<file path="config.mk">
export PLATFORM = sky130hd
export DESIGN_NAME = mem_xfer_ctrl
export DESIGN_NICKNAME = d
export VERILOG_FILES = /design/src/rtl/mem_xfer_pkg.sv /design/src/rtl/mem_xfer_ctrl_line_byte_merge.sv /design/src/rtl/mem_xfer_ctrl.sv
export SDC_FILE = /design/constraint.sdc
export NUM_CORES = 2
export LEC_CHECK = 0
export ABC_AREA = 1
export CAP_MARGIN = 5
export CELL_PAD_IN_SITES_DETAIL_PLACEMENT = 0
export CELL_PAD_IN_SITES_GLOBAL_PLACEMENT = 1
export CORE_AREA = 3 3 445 447
export CTS_CLUSTER_SIZE = 30
export DETAILED_ROUTE_END_ITERATION = 8
export DIE_AREA = 0 0 448 450
export PLACE_DENSITY_LB_ADDON = 0.08
export SYNTH_ARGS = -nofsm -noshare
export SYNTH_HDL_FRONTEND = slang
export SYNTH_SLANG_ARGS = --single-unit
</file>
<file path="constraint.sdc">
create_clock -name clk -period 83.7 [get_ports clk]
set_input_delay 20.925 -clock clk [delete_from_list [all_inputs] [get_ports clk]]
set_output_delay 20.925 -clock clk [all_outputs]
set_load 0.02 [all_outputs]
</file>
<file path="src/rtl/mem_xfer_pkg.sv">
// Shared types and defaults for the L1-to-main-memory request sequencer.
package mem_xfer_pkg;

  localparam int DEF_ADDR_W   = 27;
  localparam int DEF_LINE_W   = 256;
  localparam int DEF_BE_W     = DEF_LINE_W / 8;
  localparam int MM_READ_LAT  = 2;
  localparam int DRAIN_CYCLES = 3;

  typedef enum logic [2:0] {
    DRAIN,
    IDLE,
    RD_ISSUE,
    RD_WAIT,
    MERGE,
    WR_A,
    WR_D
  } state_t;

endpackage

</file>
<file path="src/rtl/mem_xfer_ctrl_line_byte_merge.sv">
// Combinational per-byte line merge: enabled bytes from new_i, the rest from old_i.
module line_byte_merge
  import mem_xfer_pkg::*;
#(
  parameter int LINE_W = DEF_LINE_W,
  parameter int BE_W   = LINE_W / 8
) (
  input  logic [LINE_W-1:0] old_i,
  input  logic [LINE_W-1:0] new_i,
  input  logic [BE_W-1:0]   be_i,
  output logic [LINE_W-1:0] line_o
);

  always_comb begin
    line_o = old_i;
    for (int i = 0; i < BE_W; i++) begin
      if (be_i[i]) line_o[i*8 +: 8] = new_i[i*8 +: 8];
    end
  end

endmodule

</file>
<file path="src/rtl/mem_xfer_ctrl.sv">
// Sequences one line read/write at a time onto the main-memory pin protocol;
// partial writes become read-modify-write, range and read-timeout errors are sticky.
module mem_xfer_ctrl
  import mem_xfer_pkg::*;
#(
  parameter int ADDR_W      = DEF_ADDR_W,
  parameter int LINE_W      = DEF_LINE_W,
  parameter int BE_W        = LINE_W / 8,
  parameter int MEM_ENTRIES = 256,
  parameter int RD_TIMEOUT  = 8
) (
  input  logic              clk,
  input  logic              rst,
  input  logic              req_valid,
  output logic              req_ready,
  input  logic              req_write,
  input  logic [ADDR_W-1:0] req_addr,
  input  logic [BE_W-1:0]   req_be,
  input  logic [LINE_W-1:0] req_wd,
  output logic              rsp_valid,
  output logic [LINE_W-1:0] rsp_rd,
  output logic              wr_done,
  output logic              err,
  output logic [ADDR_W-1:0] mm_a,
  output logic [BE_W-1:0]   mm_be,
  output logic [LINE_W-1:0] mm_wd,
  output logic              mm_write,
  output logic              mm_read,
  input  logic [LINE_W-1:0] mm_rd,
  input  logic              mm_valid
);

  localparam int TW = $clog2(RD_TIMEOUT + 1);
  localparam int DW = $clog2(DRAIN_CYCLES + 1);
  localparam logic [TW-1:0]   TO_LAST    = TW'(RD_TIMEOUT - 1);
  localparam logic [DW-1:0]   DRAIN_LAST = DW'(DRAIN_CYCLES - 1);
  localparam logic [ADDR_W:0] ADDR_LIMIT = (ADDR_W + 1)'(MEM_ENTRIES);

  state_t            state_q;
  logic [DW-1:0]     drain_cnt_q;
  logic [TW-1:0]     wait_cnt_q;
  logic [ADDR_W-1:0] addr_q;
  logic [BE_W-1:0]   be_q;
  logic [LINE_W-1:0] wd_q;
  logic              write_q;
  logic [LINE_W-1:0] rdata_q;
  logic [LINE_W-1:0] merged_d;
  logic [LINE_W-1:0] rd_fill;
  logic              addr_oob;

  logic              req_ready_q;
  logic              rsp_valid_q;
  logic [LINE_W-1:0] rsp_rd_q;
  logic              wr_done_q;
  logic              err_q;
  logic [ADDR_W-1:0] mm_a_q;
  logic [BE_W-1:0]   mm_be_q;
  logic [LINE_W-1:0] mm_wd_q;
  logic              mm_write_q;
  logic              mm_read_q;

  assign addr_oob = {1'b0, req_addr} >= ADDR_LIMIT;
  // A timed-out read behaves as if the line came back all zeros.
  assign rd_fill  = mm_valid ? mm_rd : '0;

  line_byte_merge #(
    .LINE_W (LINE_W),
    .BE_W   (BE_W)
  ) u_merge (
    .old_i  (rdata_q),
    .new_i  (wd_q),
    .be_i   (be_q),
    .line_o (merged_d)
  );

  always_ff @(posedge clk or posedge rst) begin
    if (rst) begin
      state_q     <= DRAIN;
      drain_cnt_q <= '0;
      wait_cnt_q  <= '0;
      addr_q      <= '0;
      be_q        <= '0;
      wd_q        <= '0;
      write_q     <= 1'b0;
      rdata_q     <= '0;
      req_ready_q <= 1'b0;
      rsp_valid_q <= 1'b0;
      rsp_rd_q    <= '0;
      wr_done_q   <= 1'b0;
      err_q       <= 1'b0;
      mm_a_q      <= '0;
      mm_be_q     <= '0;
      mm_wd_q     <= '0;
      mm_write_q  <= 1'b0;
      mm_read_q   <= 1'b0;
    end else begin
      rsp_valid_q <= 1'b0;
      rsp_rd_q    <= '0;
      wr_done_q   <= 1'b0;
      case (state_q)
        DRAIN: begin
          if (drain_cnt_q == DRAIN_LAST) begin
            state_q     <= IDLE;
            req_ready_q <= 1'b1;
          end else begin
            drain_cnt_q <= drain_cnt_q + DW'(1);
          end
        end
        IDLE: begin
          if (req_valid) begin
            addr_q  <= req_addr;
            be_q    <= req_be;
            wd_q    <= req_wd;
            write_q <= req_write;
            if (addr_oob) begin
              err_q <= 1'b1;
              if (req_write) wr_done_q <= 1'b1;
              else           rsp_valid_q <= 1'b1;
            end else if (req_write && ~|req_be) begin
              wr_done_q <= 1'b1;
            end else if (req_write && &req_be) begin
              state_q     <= WR_A;
              mm_a_q      <= req_addr;
              req_ready_q <= 1'b0;
            end else begin
              state_q     <= RD_ISSUE;
              mm_a_q      <= req_addr;
              mm_read_q   <= 1'b1;
              req_ready_q <= 1'b0;
            end
          end
        end
        RD_ISSUE: begin
          mm_read_q  <= 1'b0;
          mm_a_q     <= '0;
          wait_cnt_q <= '0;
          state_q    <= RD_WAIT;
        end
        RD_WAIT: begin
          if (mm_valid || wait_cnt_q == TO_LAST) begin
            if (!mm_valid) err_q <= 1'b1;
            if (write_q) begin
              rdata_q <= rd_fill;
              state_q <= MERGE;
            end else begin
              rsp_valid_q <= 1'b1;
              rsp_rd_q    <= rd_fill;
              state_q     <= IDLE;
              req_ready_q <= 1'b1;
            end
          end else begin
            wait_cnt_q <= wait_cnt_q + TW'(1);
          end
        end
        MERGE: begin
          // The merged line is written whole, so every byte is enabled.
          wd_q    <= merged_d;
          be_q    <= '1;
          mm_a_q  <= addr_q;
          state_q <= WR_A;
        end
        WR_A: begin
          mm_write_q <= 1'b1;
          mm_wd_q    <= wd_q;
          mm_be_q    <= be_q;
          state_q    <= WR_D;
        end
        WR_D: begin
          mm_write_q  <= 1'b0;
          mm_wd_q     <= '0;
          mm_be_q     <= '0;
          mm_a_q      <= '0;
          wr_done_q   <= 1'b1;
          req_ready_q <= 1'b1;
          state_q     <= IDLE;
        end
        default: begin
          state_q     <= DRAIN;
          drain_cnt_q <= '0;
          req_ready_q <= 1'b0;
        end
      endcase
    end
  end

  assign req_ready = req_ready_q;
  assign rsp_valid = rsp_valid_q;
  assign rsp_rd    = rsp_rd_q;
  assign wr_done   = wr_done_q;
  assign err       = err_q;
  assign mm_a      = mm_a_q;
  assign mm_be     = mm_be_q;
  assign mm_wd     = mm_wd_q;
  assign mm_write  = mm_write_q;
  assign mm_read   = mm_read_q;

endmodule

</file>
# [Word-level counts from Yosys, hierarchy flattened]
# Index checks and enable logic that the tools add are counted.
[op_classes] addsub=2 n_lt_le_gt_ge=1 n_eq_ne=51 mux=87 bitwise=2 n_reduce_logical=58
[ops] op="2-to-1 mux 256 bit" n=5
[ops] op="one-hot mux 256 bit (2 select lines)" n=2
[ops] op="2-to-1 mux 8 bit" n=32
[ops] op="one-hot mux 32 bit (2 select lines)" n=2
[ops] op="AND reduction 3 bit" n=33
[ops] op="inequality test 2 bit, second input constant" n=43
[ops] op="2-to-1 mux 27 bit" n=3
[ops] op="one-hot mux 27 bit (3 select lines)" n=1
[ops] op="2-to-1 mux 32 bit" n=1
[ops] op="AND reduction 32 bit" n=1
[ops] op="OR reduction 32 bit" n=1
[ops] op="greater-or-equal comparator 27 x 9 -> 1 bit, second input constant" n=1
[ops] op="2-to-1 mux 1 bit" n=23
[ops] op="2-to-1 mux 3 bit" n=7
[ops] op="one-hot mux 3 bit (7 select lines)" n=1
[ops] op="AND reduction 5 bit" n=3
[ops] op="one-hot mux 1 bit (2 select lines)" n=5
[ops] op="nonzero test 2 bit" n=5
[ops] op="equality test 3 bit, second input constant" n=3
[ops] op="one-hot mux 4 bit (2 select lines)" n=1
[ops] op="AND reduction 2 bit" n=4
[ops] op="AND reduction 7 bit" n=1
[ops] op="equality test 3 x 2 -> 1 bit, second input constant" n=2
[ops] op="OR reduction 6 bit" n=1
[ops] op="18 further kinds" n=20
[word_totals] reg_bits=1158 out_inout_bits=577 elab_cells=250

# [Depth between registers and ports, before layout]
[depth] depth_word=7 mapped_depth=11

# [Modules after synthesis]
# From an unflattened synthesis, not the netlist that was laid out.
[hier_totals] hier_cells=5707 hier_area_um2=50374.6
[modules_own_cells] mod="mem_xfer_ctrl" n_inst=1 cells_per_inst=4875 area_each_um2=47011.3 seq_area_each_um2=28977.8
[modules_own_cells] mod="line_byte_merge" n_inst=1 cells_per_inst=832 area_each_um2=3363.2 seq_area_each_um2=0.0

# [Least setup slack after synthesis]
# Ideal clock, no wire load.
[synth_path] path_kind="input-to-reg" startpoint="in req_be[21]" endpoint="reg mm_a_q[0], in the netlist mm_a[0]" arrival_time_ps=22110 required_ps=83571 setup_slack_ps=61461 stages=8 path_cell_list="or2_2 > nor2_1 > nand2_1 > nor2_1 > nand3_1 > nand3_2 > clkbuf_1 > o21ai_1"
[synth_between] elab_chain_len=5
[synth_lines] element="from (decl)" line_no="mem_xfer_ctrl.sv:18" source="input logic [BE_W-1:0] req_be,"
[synth_lines] element="OR reduction 32 bit" line_no="mem_xfer_ctrl.sv:119" source="end else if (req_write && ~|req_be) begin"
[synth_lines] element="zero test 1 bit" line_no="mem_xfer_ctrl.sv:119"
[synth_lines] element="logical AND 1 bit" line_no="mem_xfer_ctrl.sv:119"
[synth_lines] element="inequality test 2 bit (no source line)"
[synth_lines] element="AND reduction 4 bit (no source line)"
[synth_lines] element="to (signal assigned)" line_no="mem_xfer_ctrl.sv:123" source="mm_a_q <= req_addr;"
[synth_lines] element="to (signal assigned)" line_no="mem_xfer_ctrl.sv:127" source="mm_a_q <= req_addr;"
[synth_lines] element="to (signal assigned)" line_no="mem_xfer_ctrl.sv:159" source="mm_a_q <= addr_q;"
[synth_lines] element="to (decl)" line_no="mem_xfer_ctrl.sv:56" source="logic [ADDR_W-1:0] mm_a_q;"
# Every way passes these cells.
# A chain may end at the register's enable or synchronous reset.

==> flow_summary.toml <==
[run_status]
run_status = "finished clean"

[route]
dr.pass1.iters = 5
drt_first_iter_violations = 2471
vias = 38500
ant_nets = 0
vias_per_cell = 4.49
avgRoutedWirePerCell_um = 25.0
drt-total-wl_um = 214000
drc = 0

[grt]
grt_max_degree = 189
antenna_found_initial = 101
grt_overflow = 0
grtUsageTotal = 0.209
grt_pass1_wl_um = 304000
grt_pass1_vias = 39100

[pwr]
p_per_area_mw_per_mm2 = 32.6
p_switching_mw = 0.748
seqPwrFrac = 0.396
internal_power_mw = 1.34
leakage_nw = 28.9
power.clock.fraction = 0.313
ir_worst_vdd_uv = 15.1
power_mw = 2.09
combPwrFrac = 0.291
switching_share = 0.358

[setup_path]
crit_fanout = 99
r2r_cells = 6
timing.rr.start = "wait_cnt_q[0]"
r2r_slack_ps = 79830
crit_arrival_ps = 25910
required_ps = 84510
startpoint_type = "input pin"
endpoint = "rsp_rd[198]"
r2r-end = "rdata_q[153]"
end_kind = "asynchronous set/reset pin"
worstSetupPathType = "in2async"
cp-startpoint = "rst"

[min_path]
hold_start = "mm_a[12]"
hp-class = "reg2reg"

[clocking]
htreeDepth = 4
cts-resized-gates = 0
clk_pin_slew_worst_paths_ps = 60
clockBufferDepth = 3
cts_buffers = 149
clockRootBuffer = "clkbuf_16"
cts_hold_buffers = 0
post_cts_buffers = 0
worstSkewPairLatency_ps = 820
cts_tree = "done"
clock_sinks = 1158

[yosys]
netlist_instances = 4883
ys_seq_elements = 1158
seq_area_frac_synth = 0.636
synthesis.nets = 5461
syn-cell-area_mm2 = 0.0456
synth_cell_types = 32
synth_warnings = 0
syn_area_per_cell_um2 = 9.34

[sta]
rsz0062_at_grt = "false"
slew_viol_final = 0
hold_viol = 0
setup_slack_ps = 58600
fin_setup_tns_ps = 0
fin_crit_sh = 0.300
tightestPinTransition_ps = 1400
max-slew-margin-rel = 0.0643
period_needed_ps = 25100
setup_viol = 0
clock_skew_ps = 27.1
fmax_ghz = 0.0398

[finish]
nNetsFinal = 6456
area_delta_synth_final_pct = 40.9
fill_cells = 20600
fin_cells = 8573
fin_util = 0.330
drive_gt1_frac = 0.0557

[placement]
globalplace.congestion = 0.851
placed_cells = 8269
place_hpwl_um = 149000
portBuffers = 1152
post-place-ws_ps = 57510

[floorplanning]
initial_core_util = 0.234
fp-row-count = 162
die_h_um = 450
die_x_um = 448
ioPinCount = 1153
core_mm2 = 0.195
die-area_mm2 = 0.202

[flow_run]
cap_violations = 0
[critical path, cell delays in order]
cell             delay (ps)
clkdlybuf4s50_1         490
inv_8                   560
buf_4                   690
buf_4                   690
buf_4                   640
buf_4                   770
buf_4                   810
[layout make-up]
class	instances	area [um2]	share of cell area
timing repair buffer	1200	12000	0.186
multi-input combinational	3282	14700	0.229
tap	2542	3180	0.0495
inverter	87	350	0.00545
antenna	35	87.6	0.00136
sequential	1158	29000	0.451
clock buffer	234	4560	0.0710
clock inverter	35	407	0.00633
[how the worst min path moves through the flow]
stage	to	cells after the start
6_report	mm_a[12]	2
5_1_grt	mm_a[11]	2
4_1_cts	mm_a[12]	2
3_5_place_dp	mm_a[12]	2
3_3_place_gp	mm_a[19]	2
2_1_floorplan	addr_q[10]	2
[stage by stage]
stage,hold slack (ps),area [um2]
6_report,468,64300
5_1_grt,491,64200
4_1_cts,472,64200
3_5_place_dp,458,59200
3_3_place_gp,455,59200
2_1_floorplan,442,45600
[flip-flops by register name (all words and copies together), names as in the netlist]
signal       cells
req_ready        1
state_q          3
drain_cnt_q      2
mm_a            27
mm_write         1
rsp_valid        1
be_q            32
mm_wd          256
rsp_rd         256
wd_q           256
write_q          1
addr_q          27
wait_cnt_q       4
wr_done          1
rdata_q        256
mm_be           32
mm_read          1
err              1
[cell usage in the layout, fill, tap and decap left out, types with 2 or more instances in the layout]
cell type / netlist / layout
nand2_1: 1458 / 1456
dfrtp_1: 1158 / 1157
clkdlybuf4s50_1: 0 / 1151
nand3_1: 557 / 557
nor2_1: 553 / 553
a31oi_1: 257 / 257
o21ai_0: 243 / 243
clkbuf_16: 0 / 151
o21ai_1: 112 / 112
inv_1: 84 / 83
clkbuf_8: 0 / 47
buf_4: 33 / 42
a21oi_1: 36 / 36
clkbuf_1: 242 / 36
diode_2: 0 / 35
a21oi_4: 30 / 30
clkinv_2: 0 / 17
o22ai_1: 8 / 8
nor3_1: 6 / 6
buf_12: 0 / 6
inv_16: 0 / 5
inv_6: 0 / 5
nor2_8: 3 / 3
nand2_4: 1 / 3
a21oi_2: 3 / 3
bufinv_16: 0 / 3
or2_4: 0 / 2
inv_2: 2 / 2
nand4_1: 2 / 2
ha_1: 2 / 2
clkinv_8: 0 / 2
clkinv_16: 0 / 2
clkinvlp_4: 0 / 2
[cells in the mapped netlist]
master    number  share of area
nand2_1     1458           0.12
dfrtp_1     1158           0.64
nand3_1      557          0.061
nor2_1       553          0.046
a31oi_1      257          0.035
o21ai_0      243          0.027
clkbuf_1     242          0.020
o21ai_1      112          0.012
inv_1         84         0.0069
buf_2         64         0.0070
a21oi_1       36         0.0040
buf_4         33         0.0054
a21oi_4       30          0.011
buf_1          9        0.00074
buf_6          8         0.0020
o22ai_1        8         0.0011
nor3_1         6        0.00066
a21oi_2        3        0.00058
nor2_8         3         0.0013
or2_1          3        0.00041
ha_1           2        0.00055
inv_2          2        0.00016
nand2_2        2        0.00027
nand4_1        2        0.00027
a31o_2         1        0.00019
inv_4          1        0.00014
nand2_4        1        0.00025
nand3_2        1        0.00022
nand3b_1       1        0.00016
nor2_2         1        0.00014
o32ai_1        1        0.00019
or2_2          1        0.00014
[layer usage]
layer / track usage / wire [um] / share of wire
met1: 0.248 / 86300 / 0.40
met2: 0.369 / 109000 / 0.51
met3: 0.0462 / 10500 / 0.049
met4: 0.0736 / 7570 / 0.035
met5: 0 / 110 / 0.00051
[power by group through the flow]
stage / Clock [mW] / Sequential, mW / Combinational (mW)
6_report: 0.655 / 0.828 / 0.609
5_1_grt: 0.698 / 0.850 / 0.670
4_1_cts: 0.677 / 0.829 / 0.627
3_5_place_dp: 0 / 0.837 / 0.625
3_3_place_gp: 0 / 0.834 / 0.621
2_1_floorplan: 0 / 0.885 / 0.278
[cells by family (layout without fill, tap and decap cells)]
logic type / count (synthesis) / in the layout / synth area share
adders and majority gates: 2 / 2 / 0.000549
DFF: 1158 / 1158 / 0.636
other: 0 / 35 / 0
and+or+nand+nor: 2589 / 2589 / 0.231
buffers and inverters: 443 / 1556 / 0.0423
AOI/OAI and AO/OA: 691 / 691 / 0.0910
Note: power is estimated with default switching activity, not from simulation.
